==> src/rtl/nibble_cmp_seq_if.sv <==
// Operand, comparator and result bundle for nibble_cmp_seq.
// slave is the sequencer side; master is the producer/consumer/comparator side.
interface nibble_cmp_seq_if #(
   parameter int WIDTH = 16
);
   localparam int NIB = WIDTH / 4;
   localparam int CW  = $clog2(NIB) + 1;

   logic             in_valid;
   logic             in_ready;
   logic [WIDTH-1:0] in_a;
   logic [WIDTH-1:0] in_b;
   logic [3:0]       cmp_a;
   logic [3:0]       cmp_b;
   logic             cmp_gt;
   logic             cmp_eq;
   logic             cmp_lt;
   logic             out_valid;
   logic             out_ready;
   logic             out_gt;
   logic             out_eq;
   logic             out_lt;
   logic             out_err;
   logic [CW-1:0]    out_cycles;

   modport slave (
      input  in_valid, in_a, in_b, cmp_gt, cmp_eq, cmp_lt, out_ready,
      output in_ready, cmp_a, cmp_b, out_valid, out_gt, out_eq, out_lt,
             out_err, out_cycles
   );

   modport master (
      output in_valid, in_a, in_b, cmp_gt, cmp_eq, cmp_lt, out_ready,
      input  in_ready, cmp_a, cmp_b, out_valid, out_gt, out_eq, out_lt,
             out_err, out_cycles
   );
endinterface

==> src/rtl/nibble_cmp_seq.sv <==
// Walks two WIDTH-bit operands MSB nibble first through an external 4-bit comparator.
// Result valid k cycles after accept (k = leading equal nibbles + 1, max NIB); result held until out_ready.
module nibble_cmp_seq #(
   parameter int WIDTH = 16
) (
   input logic              clk,
   input logic              rst_n,
   nibble_cmp_seq_if.slave  bus
);
   localparam int NIB = WIDTH / 4;
   localparam int CW  = $clog2(NIB) + 1;
   localparam int IW  = (NIB > 1) ? $clog2(NIB) : 1;

   localparam logic [1:0] IDLE = 2'd0;
   localparam logic [1:0] RUN  = 2'd1;
   localparam logic [1:0] DONE = 2'd2;

   logic [1:0]       state;
   logic [WIDTH-1:0] a_reg;
   logic [WIDTH-1:0] b_reg;
   logic [IW-1:0]    idx;
   logic [CW-1:0]    count;
   logic [3:0]       nib_a;
   logic [3:0]       nib_b;
   logic             res_gt;
   logic             res_eq;
   logic             res_lt;
   logic             res_err;

   logic [IW-1:0]    idx_nxt;
   logic [3:0]       nib_a_nxt;
   logic [3:0]       nib_b_nxt;
   logic             flags_onehot;

   always_comb begin
      idx_nxt      = idx - IW'(1);
      nib_a_nxt    = a_reg[{idx_nxt, 2'b00} +: 4];
      nib_b_nxt    = b_reg[{idx_nxt, 2'b00} +: 4];
      flags_onehot = (bus.cmp_gt ^ bus.cmp_eq ^ bus.cmp_lt) &
                     ~(bus.cmp_gt & bus.cmp_eq & bus.cmp_lt);
   end

   // Comparator nibbles are registered one step ahead so cmp_a/cmp_b come
   // straight from flops rather than through the idx-driven mux.
   always_ff @(posedge clk or negedge rst_n) begin
      if (!rst_n) begin
         state   <= IDLE;
         a_reg   <= '0;
         b_reg   <= '0;
         idx     <= '0;
         count   <= '0;
         nib_a   <= '0;
         nib_b   <= '0;
         res_gt  <= 1'b0;
         res_eq  <= 1'b0;
         res_lt  <= 1'b0;
         res_err <= 1'b0;
      end else begin
         case (state)
            IDLE: begin
               if (bus.in_valid) begin
                  a_reg <= bus.in_a;
                  b_reg <= bus.in_b;
                  idx   <= IW'(NIB - 1);
                  count <= '0;
                  nib_a <= bus.in_a[WIDTH-1 -: 4];
                  nib_b <= bus.in_b[WIDTH-1 -: 4];
                  state <= RUN;
               end
            end
            RUN: begin
               count <= count + CW'(1);
               nib_a <= '0;
               nib_b <= '0;
               if (!flags_onehot) begin
                  res_err <= 1'b1;
                  state   <= DONE;
               end else if (bus.cmp_gt) begin
                  res_gt <= 1'b1;
                  state  <= DONE;
               end else if (bus.cmp_lt) begin
                  res_lt <= 1'b1;
                  state  <= DONE;
               end else if (idx == '0) begin
                  res_eq <= 1'b1;
                  state  <= DONE;
               end else begin
                  idx   <= idx_nxt;
                  nib_a <= nib_a_nxt;
                  nib_b <= nib_b_nxt;
               end
            end
            DONE: begin
               if (bus.out_ready) begin
                  res_gt  <= 1'b0;
                  res_eq  <= 1'b0;
                  res_lt  <= 1'b0;
                  res_err <= 1'b0;
                  count   <= '0;
                  state   <= IDLE;
               end
            end
            default: state <= IDLE;
         endcase
      end
   end

   assign bus.in_ready   = (state == IDLE);
   assign bus.out_valid  = (state == DONE);
   assign bus.cmp_a      = nib_a;
   assign bus.cmp_b      = nib_b;
   assign bus.out_gt     = res_gt;
   assign bus.out_eq     = res_eq;
   assign bus.out_lt     = res_lt;
   assign bus.out_err    = res_err;
   assign bus.out_cycles = count;
endmodule

==> src/flat_wrapper.sv <==
// flat-port wrapper written by rule: the top's interface ports become plain ports
module nibble_cmp_seq_flat 
#(
   parameter int WIDTH = 16
)
  (clk, rst_n, bus_in_valid, bus_in_a, bus_in_b, bus_cmp_gt, bus_cmp_eq, bus_cmp_lt, bus_out_ready, bus_in_ready, bus_cmp_a, bus_cmp_b, bus_out_valid, bus_out_gt, bus_out_eq, bus_out_lt, bus_out_err, bus_out_cycles);
  nibble_cmp_seq_if #(.WIDTH(WIDTH)) bus_i ();
  input logic clk;
  input logic rst_n;
  input wire logic [$bits(bus_i.in_valid)-1:0] bus_in_valid;
  input wire logic [$bits(bus_i.in_a)-1:0] bus_in_a;
  input wire logic [$bits(bus_i.in_b)-1:0] bus_in_b;
  input wire logic [$bits(bus_i.cmp_gt)-1:0] bus_cmp_gt;
  input wire logic [$bits(bus_i.cmp_eq)-1:0] bus_cmp_eq;
  input wire logic [$bits(bus_i.cmp_lt)-1:0] bus_cmp_lt;
  input wire logic [$bits(bus_i.out_ready)-1:0] bus_out_ready;
  output wire logic [$bits(bus_i.in_ready)-1:0] bus_in_ready;
  output wire logic [$bits(bus_i.cmp_a)-1:0] bus_cmp_a;
  output wire logic [$bits(bus_i.cmp_b)-1:0] bus_cmp_b;
  output wire logic [$bits(bus_i.out_valid)-1:0] bus_out_valid;
  output wire logic [$bits(bus_i.out_gt)-1:0] bus_out_gt;
  output wire logic [$bits(bus_i.out_eq)-1:0] bus_out_eq;
  output wire logic [$bits(bus_i.out_lt)-1:0] bus_out_lt;
  output wire logic [$bits(bus_i.out_err)-1:0] bus_out_err;
  output wire logic [$bits(bus_i.out_cycles)-1:0] bus_out_cycles;
  assign bus_i.in_valid = bus_in_valid;
  assign bus_i.in_a = bus_in_a;
  assign bus_i.in_b = bus_in_b;
  assign bus_i.cmp_gt = bus_cmp_gt;
  assign bus_i.cmp_eq = bus_cmp_eq;
  assign bus_i.cmp_lt = bus_cmp_lt;
  assign bus_i.out_ready = bus_out_ready;
  assign bus_in_ready = bus_i.in_ready;
  assign bus_cmp_a = bus_i.cmp_a;
  assign bus_cmp_b = bus_i.cmp_b;
  assign bus_out_valid = bus_i.out_valid;
  assign bus_out_gt = bus_i.out_gt;
  assign bus_out_eq = bus_i.out_eq;
  assign bus_out_lt = bus_i.out_lt;
  assign bus_out_err = bus_i.out_err;
  assign bus_out_cycles = bus_i.out_cycles;
  nibble_cmp_seq #(.WIDTH(WIDTH)) u_core (.clk(clk), .rst_n(rst_n), .bus(bus_i));
endmodule
==> config.mk <==
export PLATFORM = sky130hd
export DESIGN_NAME = nibble_cmp_seq_flat
export DESIGN_NICKNAME = d
export VERILOG_FILES = /design/src/rtl/nibble_cmp_seq_if.sv /design/src/rtl/nibble_cmp_seq.sv /design/src/flat_wrapper.sv
export SDC_FILE = /design/constraint.sdc
export NUM_CORES = 1
export LEC_CHECK = 0
export CAP_MARGIN = 5
export CORE_ASPECT_RATIO = 0.8
export CORE_MARGIN = 2
export CORE_UTILIZATION = 40
export DETAILED_ROUTE_END_ITERATION = 6
export PLACE_DENSITY = 0.74
export SLEW_MARGIN = 20
export SYNTH_ARGS = -nofsm -noshare
export SYNTH_HDL_FRONTEND = slang
export SYNTH_SLANG_ARGS = --single-unit
==> constraint.sdc <==
create_clock -name clk -period 4.4 [get_ports clk]
set_input_delay 1.32 -clock clk [delete_from_list [all_inputs] [get_ports clk]]
set_output_delay 1.32 -clock clk [all_outputs]
set_load 0.03 [all_outputs]
==> After elaboration in Yosys (flattened, before gate mapping) <==
Cells that the tools add are included.
{ "totals": {"n_memories": 0, "ff_bits": 51, "latchBits": 0, "out_inout_bits": 17, "romBits": 0, "wordCells": 91, "ram_bits": 0, "in_bits": 39} }
{ "classes": {"eq_ne": 13, "reduce_logical": 14, "bitwise": 6, "n_addsub": 2, "n_shift": 2, "muxes": 43, "div_mod_pow": 0, "multipliers": 0, "magnitude_cmp": 0} }
{ "op_table": {"columns": ["op", "count"], "rows": [
  ["4-bit two-way mux", 10],
  ["16-bit by 5-bit indexed part select with 4-bit output", 2],
  ["2-bit two-way mux", 11],
  ["2-bit != test (second input constant)", 8],
  ["4-bit one-hot mux with 2 select lines", 2],
  ["6-bit AND reduction", 2],
  ["1-bit two-way mux", 11],
  ["3-bit one-hot mux with 3 select lines", 1],
  ["3-bit AND reduction", 3],
  ["1-bit one-hot mux with 2 select lines", 4],
  ["3-bit two-way mux", 2],
  ["2-bit one-hot mux with 3 select lines", 1],
  ["5-bit != test (second input constant)", 1],
  ["5-bit AND reduction", 1],
  ["2-bit logical NOT", 2],
  ["2-bit by 1-bit != test with 1-bit output (second input constant)", 2],
  ["2-bit one-hot mux with 2 select lines", 1],
  ["2-bit AND reduction", 2],
  ["4-bit AND reduction", 1],
  ["2-bit nonzero test", 2],
  ["3-bit by 1-bit adder with 3-bit output (second input constant)", 1],
  ["1-bit AND", 3],
  ["3-bit nonzero test", 1],
  ["2-bit by 1-bit equality test with 1-bit output (second input constant)", 1],
  ["4 further kinds", 5]
]} }

==> Depth between registers and ports, before layout <==
Gate-level depths: netlist (run 1).
{ "depth": {"ltp_word": 7, "ltp_mapped": 7, "depth_no_buf": 5} }

==> Worst setup path before layout (run 1) <==
Ideal clock, no wire load.
{ "synth_path": {"kind": "flip-flop to output port", "startpoint": "reg u_core.state[1]", "endpoint": "out bus_in_ready", "path_slack_ns": 1.856, "arrival_time_ns": 1.224, "stages_incl_launch_ff": 4, "path_buffers": 2, "required_ns": 3.080, "cell_sequence": "dfrtp_1 -> clkbuf_1 -> clkbuf_1 -> nor2_1"} }
{ "synth_via": {"elab_chain_cells": 1} }
{ "synth_lines": {"columns": ["item", "line", "text"], "rows": [
  ["start: declaration", "nibble_cmp_seq.sv:18", "logic [1:0] state;"],
  ["start signal: assignment", "nibble_cmp_seq.sv:47", "state <= IDLE;"],
  ["start signal: assignment", "nibble_cmp_seq.sv:68", "state <= RUN;"],
  ["start signal: assignment", "nibble_cmp_seq.sv:77", "state <= DONE;"],
  ["2-bit logical NOT", "nibble_cmp_seq.sv:108", "assign bus.in_ready = (state == IDLE);"],
  ["end: declaration", "flat_wrapper.sv:17", "output wire logic [$bits(bus_i.in_ready)-1:0] bus_in_ready;"]
]} }
Every way passes these cells.

==> Worst setup path after layout (run 1) <==
{ "layout_path": {"startpoint": "reg u_core.state[0]", "endpoint": "out bus_out_valid"} }
{ "layout_via": {"elab_chain_cells": 1} }
{ "layout_lines": {"columns": ["item", "line", "text"], "rows": [
  ["2-bit equality test", "nibble_cmp_seq.sv:109", "assign bus.out_valid = (state == DONE);"],
  ["end: declaration", "flat_wrapper.sv:20", "output wire logic [$bits(bus_i.out_valid)-1:0] bus_out_valid;"]
]} }
Every way passes these cells.

==> reports/metrics.yaml, run 1 <==
cts_buffer_depth: 2
avgViaCountPerCell: 5.25
period_needed_ns: 3.27
synth-warning-count: 0
holdBufCountCts: 0
ys_ff_latch: 51
leakage_nw: 1.36
arrival_ns: 1.95
skew_ns: 0.00595
layout-area-overhead-vs-synth_pct: 31.9
fp-row-count: 25
synthSimpleGateAreaFrac: 0.0766
layout_commonest_cell: "clkdlybuf4s50_1"
seqPwrFrac: 0.398
cts_resized: 0
core-area_mm2: 0.00588
synth-xor-area-share: 0
fin_nets: 281
dr.pass1.iters: 4
clk_pin_slew_ns: 0.09
htreeDepth: 2
cp_max_fo: 22
diodes: 0
antenna_found_initial: 0
cts-buffers-inserted: 5
portBuffers: 55
cp-start-kind: "flip-flop"
p_sw_frac: 0.329
grt_setup_unrepaired: "no"
synth_top_family_by_area: "multiplexers"
relSlewSlack: 0.395
io_pins: 56
cts_tree: "yes"
grt_usage: 0.155
wire_per_inst_um: 15.1
syn_area_mm2: 0.00243
die_h_um: 73.8
cts_sinks: 51
drt_iter0_drc: 85
globalRoute.totalOverflow: 0
ant_nets: 0
setup_violations: 0
dp_cells: 313
p_switching_mw: 0.699
clock_power_share: 0.179
synth_cells: 182
place_hpwl_um: 3460
finalMaxSlewViolations: 0
hold_viol_final: 0
die_w_um: 91.2
start_util: 0.414
pwr-share-comb: 0.424
die-area_mm2: 0.00673
end_kind: "output port"
syn_avg_cell_area_um2: 13.4
final-seq-area_mm2: 0.00128
first_global_vias: 1674
max_slew.worst_pin.slew_ns: 0.905
grt_max_degree: 48
final_cell_mix: "clkdlybuf4s50_1 (54), dfrtp_1 (51), mux2_2 (33), a21oi_1 (11), inv_1 (10)"
ir_drop_v: 0.000250
cts_root_buf: "clkbuf_8"
wl_um: 4860
cp.required_ns: 3.08
power.density_mw_per_mm2: 662
multi_input_area_mm2: 0.00108
ys_types: 36
synth_compound_area_frac: 0.0951
hold_path_class: "reg2reg"
vias: 1685
fillerInstances: 513
yosys.area_share.adder: 0.0154
clock_latency_ns: 0.30
drc: 0
muxShareOfSynthArea: 0.252
maxCapViolCount: 0
synth_fp_nets: 224
min_period_over_period: 0.742
postCtsSetupBuffers: 0
gp_congestion: 0.745
drive_gt1_frac: 0.213
fin_cells: 321
status: "complete, no violations"
fmax_mhz: 306
setup_tns_ns: 0
grt_pass1_wl_um: 8210
yosysSeqAreaShare: 0.524
p_int_mw: 1.43
criticalPathCategory: "reg2out"
==> layout make-up <==
| type | count | area share |
|---|---|---|
| flip-flops and latches | 51 | 0.398 |
| multi-input cells | 111 | 0.335 |
| repair buffers | 60 | 0.182 |
| well taps | 81 | 0.0316 |
| clock buffers | 6 | 0.0226 |
| clock inverters | 2 | 0.0187 |
| inverters | 10 | 0.0117 |
==> per-layer routing <==
layer  part of all wire  global-route usage  vias up
met2               0.47               0.249       42
met1               0.47               0.212      843
met4             0.0064              0.0354        0
met5                  0                   0        -
met3              0.046              0.0421        6
li1                   -                   -      794
==> path summary, 6_finish.rpt <==
path | start | endpoint | slack (ns) | cells after the start
min reg2reg | u_core.bus.out_cycles[2] | u_core.bus.out_cycles[2] | 0.48 | 1
min in group asynchronous | rst_n | u_core.bus.out_gt | 1.01 | 1
max | u_core.state[0] | bus_out_valid | 1.13 | 2
min | u_core.bus.out_cycles[2] | u_core.bus.out_cycles[2] | 0.48 | 1
max in group asynchronous | rst_n | u_core.bus.cmp_a[0] | 2.88 | 2
max reg2reg | u_core.idx[0] | u_core.bus.cmp_b[1] | 2.08 | 5
==> critical path: stages, from the launching register on <==
cell             delay, ns
dfrtp_1               0.68
nor2_1                0.26
clkdlybuf4s50_1       0.71
==> power by group through the flow <==
stage	Sequential [mW]	Combinational, mW	Clock [mW]
finish	0.845	0.900	0.380
CTS	0.851	0.910	0.387
floorplan	0.892	0.569	0
global route	0.880	0.967	0.405
global placement	0.849	0.889	0
detailed placement	0.861	0.908	0
==> through the flow <==
step,setup slack [ns],hold slack (ns),power [mW],util,instance area [um2]
after floorplan,1.86,0.472,1.46,-,2430
after detailed placement,0.953,0.467,1.77,0.523,3070
final,1.13,0.476,2.13,0.546,3210
after global routing,1.02,0.493,2.25,0.546,3210
after global placement,1.02,0.457,1.74,0.523,3070
after CTS,1.12,0.481,2.15,0.545,3210
==> cells in the mapped netlist <==
library cell  count  area share
dfrtp_1          51        0.52
mux2_2           33        0.15
a21oi_1          11       0.023
inv_1            10       0.015
mux4_1            6       0.065
nor2_1            6      0.0093
nand2b_1          5       0.013
a221o_1           4       0.016
and3_1            4       0.010
buf_2             4      0.0082
mux2i_1           4       0.016
nand3b_1          4       0.012
o21ai_0           4      0.0082
o32a_1            4       0.016
clkbuf_1          3      0.0046
ha_1              3       0.015
nand2_1           3      0.0046
a22o_1            2      0.0072
buf_1             2      0.0031
mux4_2            2       0.019
nor3b_1           2      0.0062
a211oi_1          1      0.0031
a21bo_2           1      0.0041
a21o_1            1      0.0031
a221oi_1          1      0.0036
a31oi_1           1      0.0026
a41oi_1           1      0.0036
and2_1            1      0.0026
buf_6             1      0.0046
nand3_1           1      0.0021
nor2b_1           1      0.0026
nor3_1            1      0.0021
nor3b_2           1      0.0051
nor4b_1           1      0.0036
o21ba_2           1      0.0041
or2b_1            1      0.0031
==> kinds of logic after synthesis <==
family / Yosys count
AOI/OAI and AO/OA: 32
adders and majority gates: 3
buffers and inverters: 20
DFF: 51
muxes: 45
and+or+nand+nor: 31
Note: power is estimated with default switching activity, not from simulation.
==> run 2: changes to the inputs <==
==> constraint.sdc (replaced) <==
create_clock -name clk -period 3.1 [get_ports clk]
set_input_delay 0.93 -clock clk [delete_from_list [all_inputs] [get_ports clk]]
set_output_delay 0.93 -clock clk [all_outputs]
set_load 0.03 [all_outputs]
==> reports/metrics.yaml, run 2 (synthesis results as in run 1) <==
criticalPathCategory: "reg2out"
grt_max_degree: 52  # +8.3%
p_switching_mw: 0.993  # +42%
p_int_mw: 1.95  # +37%
dr.pass1.iters: 4  # unchanged
cp.required_ns: 2.17  # -0.91 ns
layout_commonest_cell: "clkdlybuf4s50_1"
r2r_setup_slack_ns: 1.00  # -1.08 ns
wire_per_inst_um: 15.3  # +1.0%
leakage_nw: 1.36  # about the same
reg2reg_to: "u_core.bus.cmp_b[0]"
whs_endpoint: "u_core.bus.out_cycles[2]"
start_util: 0.414  # unchanged
dp_slack_ns: 0.388  # -0.565 ns
setup_violations: 0  # unchanged
portBuffers: 55  # unchanged
hold_path_class: "reg2reg"
cts_buffer_depth: 2  # unchanged
vias: 1705  # +1.2%
ir_drop_v: 0.000296  # +18%
status: "complete, no violations"
power.density_mw_per_mm2: 921  # +39%
pwr-share-comb: 0.455  # +0.031
cts_resized: 0  # unchanged
drive_gt1_frac: 0.219  # +0.00651
setup_tns_ns: 0  # unchanged
first_global_vias: 1767  # +5.6%
dp_cells: 316  # +0.96%
die_w_um: 91.2  # unchanged
die_h_um: 73.8  # unchanged
ant_nets: 0  # unchanged
r2r-start: "u_core.idx[0]"
max_slew.worst_pin.slew_ns: 0.753  # -0.152 ns
reg2reg_depth: 6  # +1
fin_nets: 284  # +1.1%
clk_pin_slew_ns: 0.09  # about the same
diodes: 0  # unchanged
grt_pass1_wl_um: 8400  # +2.3%
arrival_ns: 1.95  # about the same
final_cell_mix: "clkdlybuf4s50_1 (54), dfrtp_1 (51), mux2_2 (33), a21oi_1 (11), inv_1 (10)"
avgViaCountPerCell: 5.28  # +0.56%
core-area_mm2: 0.00588  # unchanged
htreeDepth: 2  # unchanged
clock_power_share: 0.151  # -0.028
wl_um: 4940  # +1.6%
postCtsSetupBuffers: 0  # unchanged
grt_usage: 0.158  # +0.00370
finalInstanceArea_mm2: 0.00320  # -0.31%
relSlewSlack: 0.497  # +0.102
cp_max_fo: 12  # -45%
antenna_found_initial: 0  # unchanged
dpl-instance-area_mm2: 0.00310  # +0.73%
die-area_mm2: 0.00673  # unchanged
grt_setup_unrepaired: "no"
seqPwrFrac: 0.394  # -0.004
cts_sinks: 51  # unchanged
end_kind: "output port"
cts-buffers-inserted: 5  # unchanged
fin_cells: 323  # +0.62%
worst_hold_path.num_cells: 1  # unchanged
min_from: "u_core.bus.out_cycles[2]"
place_hpwl_um: 3460  # +0.22%
globalRoute.totalOverflow: 0  # unchanged
period_needed_ns: 2.88
cts_tree: "yes"
min_period_over_period: 0.930
final.setup.worst_slack_ns: 0.215  # -0.919 ns
p_sw_frac: 0.337  # +0.00807
drt_iter0_drc: 74  # -13%
holdBufCountCts: 0  # unchanged
cts_root_buf: "clkbuf_8"
skew_ns: 0.0100  # +0.00408 ns
maxCapViolCount: 0  # unchanged
fp-row-count: 25  # unchanged
drc: 0  # unchanged
finalMaxSlewViolations: 0  # unchanged
fmax_mhz: 347
layout-area-overhead-vs-synth_pct: 31.5
cp-start-kind: "flip-flop"
io_pins: 56  # unchanged
clock_latency_ns: 0.30  # about the same
gp_congestion: 0.751  # +0.87%
hold_viol_final: 0  # unchanged
==> run 2: cell type report <==
cell class,count,area [um2]
Tap cell,81,101
Clock inverter,1,30.0
Multi-Input combinational cell,111,1080
Sequential cell,51,1280
Inverter,10,37.5
Timing Repair Buffer,63,606
Clock buffer,6,72.6
Fill cell,529,2680
==> run 2: power by group through the flow <==
| stage | Sequential (mW) | Clock (mW) | Combinational, mW |
|---|---|---|---|
| floorplan | 1.27 | 0 | 0.807 |
| global placement | 1.16 | 0 | 1.32 |
| detailed placement | 1.17 | 0 | 1.35 |
| CTS | 1.16 | 0.454 | 1.35 |
| global route | 1.20 | 0.482 | 1.44 |
| finish | 1.16 | 0.446 | 1.34 |
==> run 2: critical path: stages (launching register included) <==
cell and delay (ns):
dfrtp_1 0.61, inv_1 0.17, nor2_1 0.19, clkdlybuf4s50_1 0.69
==> run 2: per-layer routing <==
metal | vias to the layer above | share of wire | GRT usage
met5 | - | 0 | 0
met1 | 853 | 0.47 | 0.209
met2 | 46 | 0.47 | 0.262
met3 | 11 | 0.048 | 0.0410
li1 | 795 | - | -
met4 | 0 | 0.016 | 0.0471
==> run 2: metrics by stage <==
step,hold slack [ns],util,power (mW)
6_report,0.479,0.544,2.95
5_1_grt,0.493,0.544,3.12
4_1_cts,0.483,0.544,2.97
3_5_place_dp,0.471,0.527,2.52
3_3_place_gp,0.460,0.527,2.49
2_1_floorplan,0.472,-,2.07
==> run 2: how the worst max path moves through the flow <==
stage | startpoint | to | slack (ns) | cells after the start
global placement | bus_cmp_gt | u_core.bus.cmp_a[0] | 0.42 | 6
detailed placement | bus_cmp_gt | u_core.bus.cmp_a[2] | 0.39 | 6
CTS | u_core.state[1] | bus_out_valid | 0.21 | 3
finish | u_core.state[1] | bus_out_valid | 0.22 | 3
floorplan | u_core.state[1] | bus_in_ready | 0.95 | 3
global route | u_core.state[1] | bus_out_valid | 0.07 | 3
==> run 3: changes to the inputs <==
--- a/config.mk
+++ b/config.mk
@@ -11,7 +11,7 @@
 export CORE_UTILIZATION = 40
 export DETAILED_ROUTE_END_ITERATION = 6
 export PLACE_DENSITY = 0.74
-export SLEW_MARGIN = 20
+export SLEW_MARGIN = 10
 export SYNTH_ARGS = -nofsm -noshare
 export SYNTH_HDL_FRONTEND = slang
 export SYNTH_SLANG_ARGS = --single-unit
==> results of run 3 <==
Same layout as run 2: the final DEF is identical, and so are final timing and power.
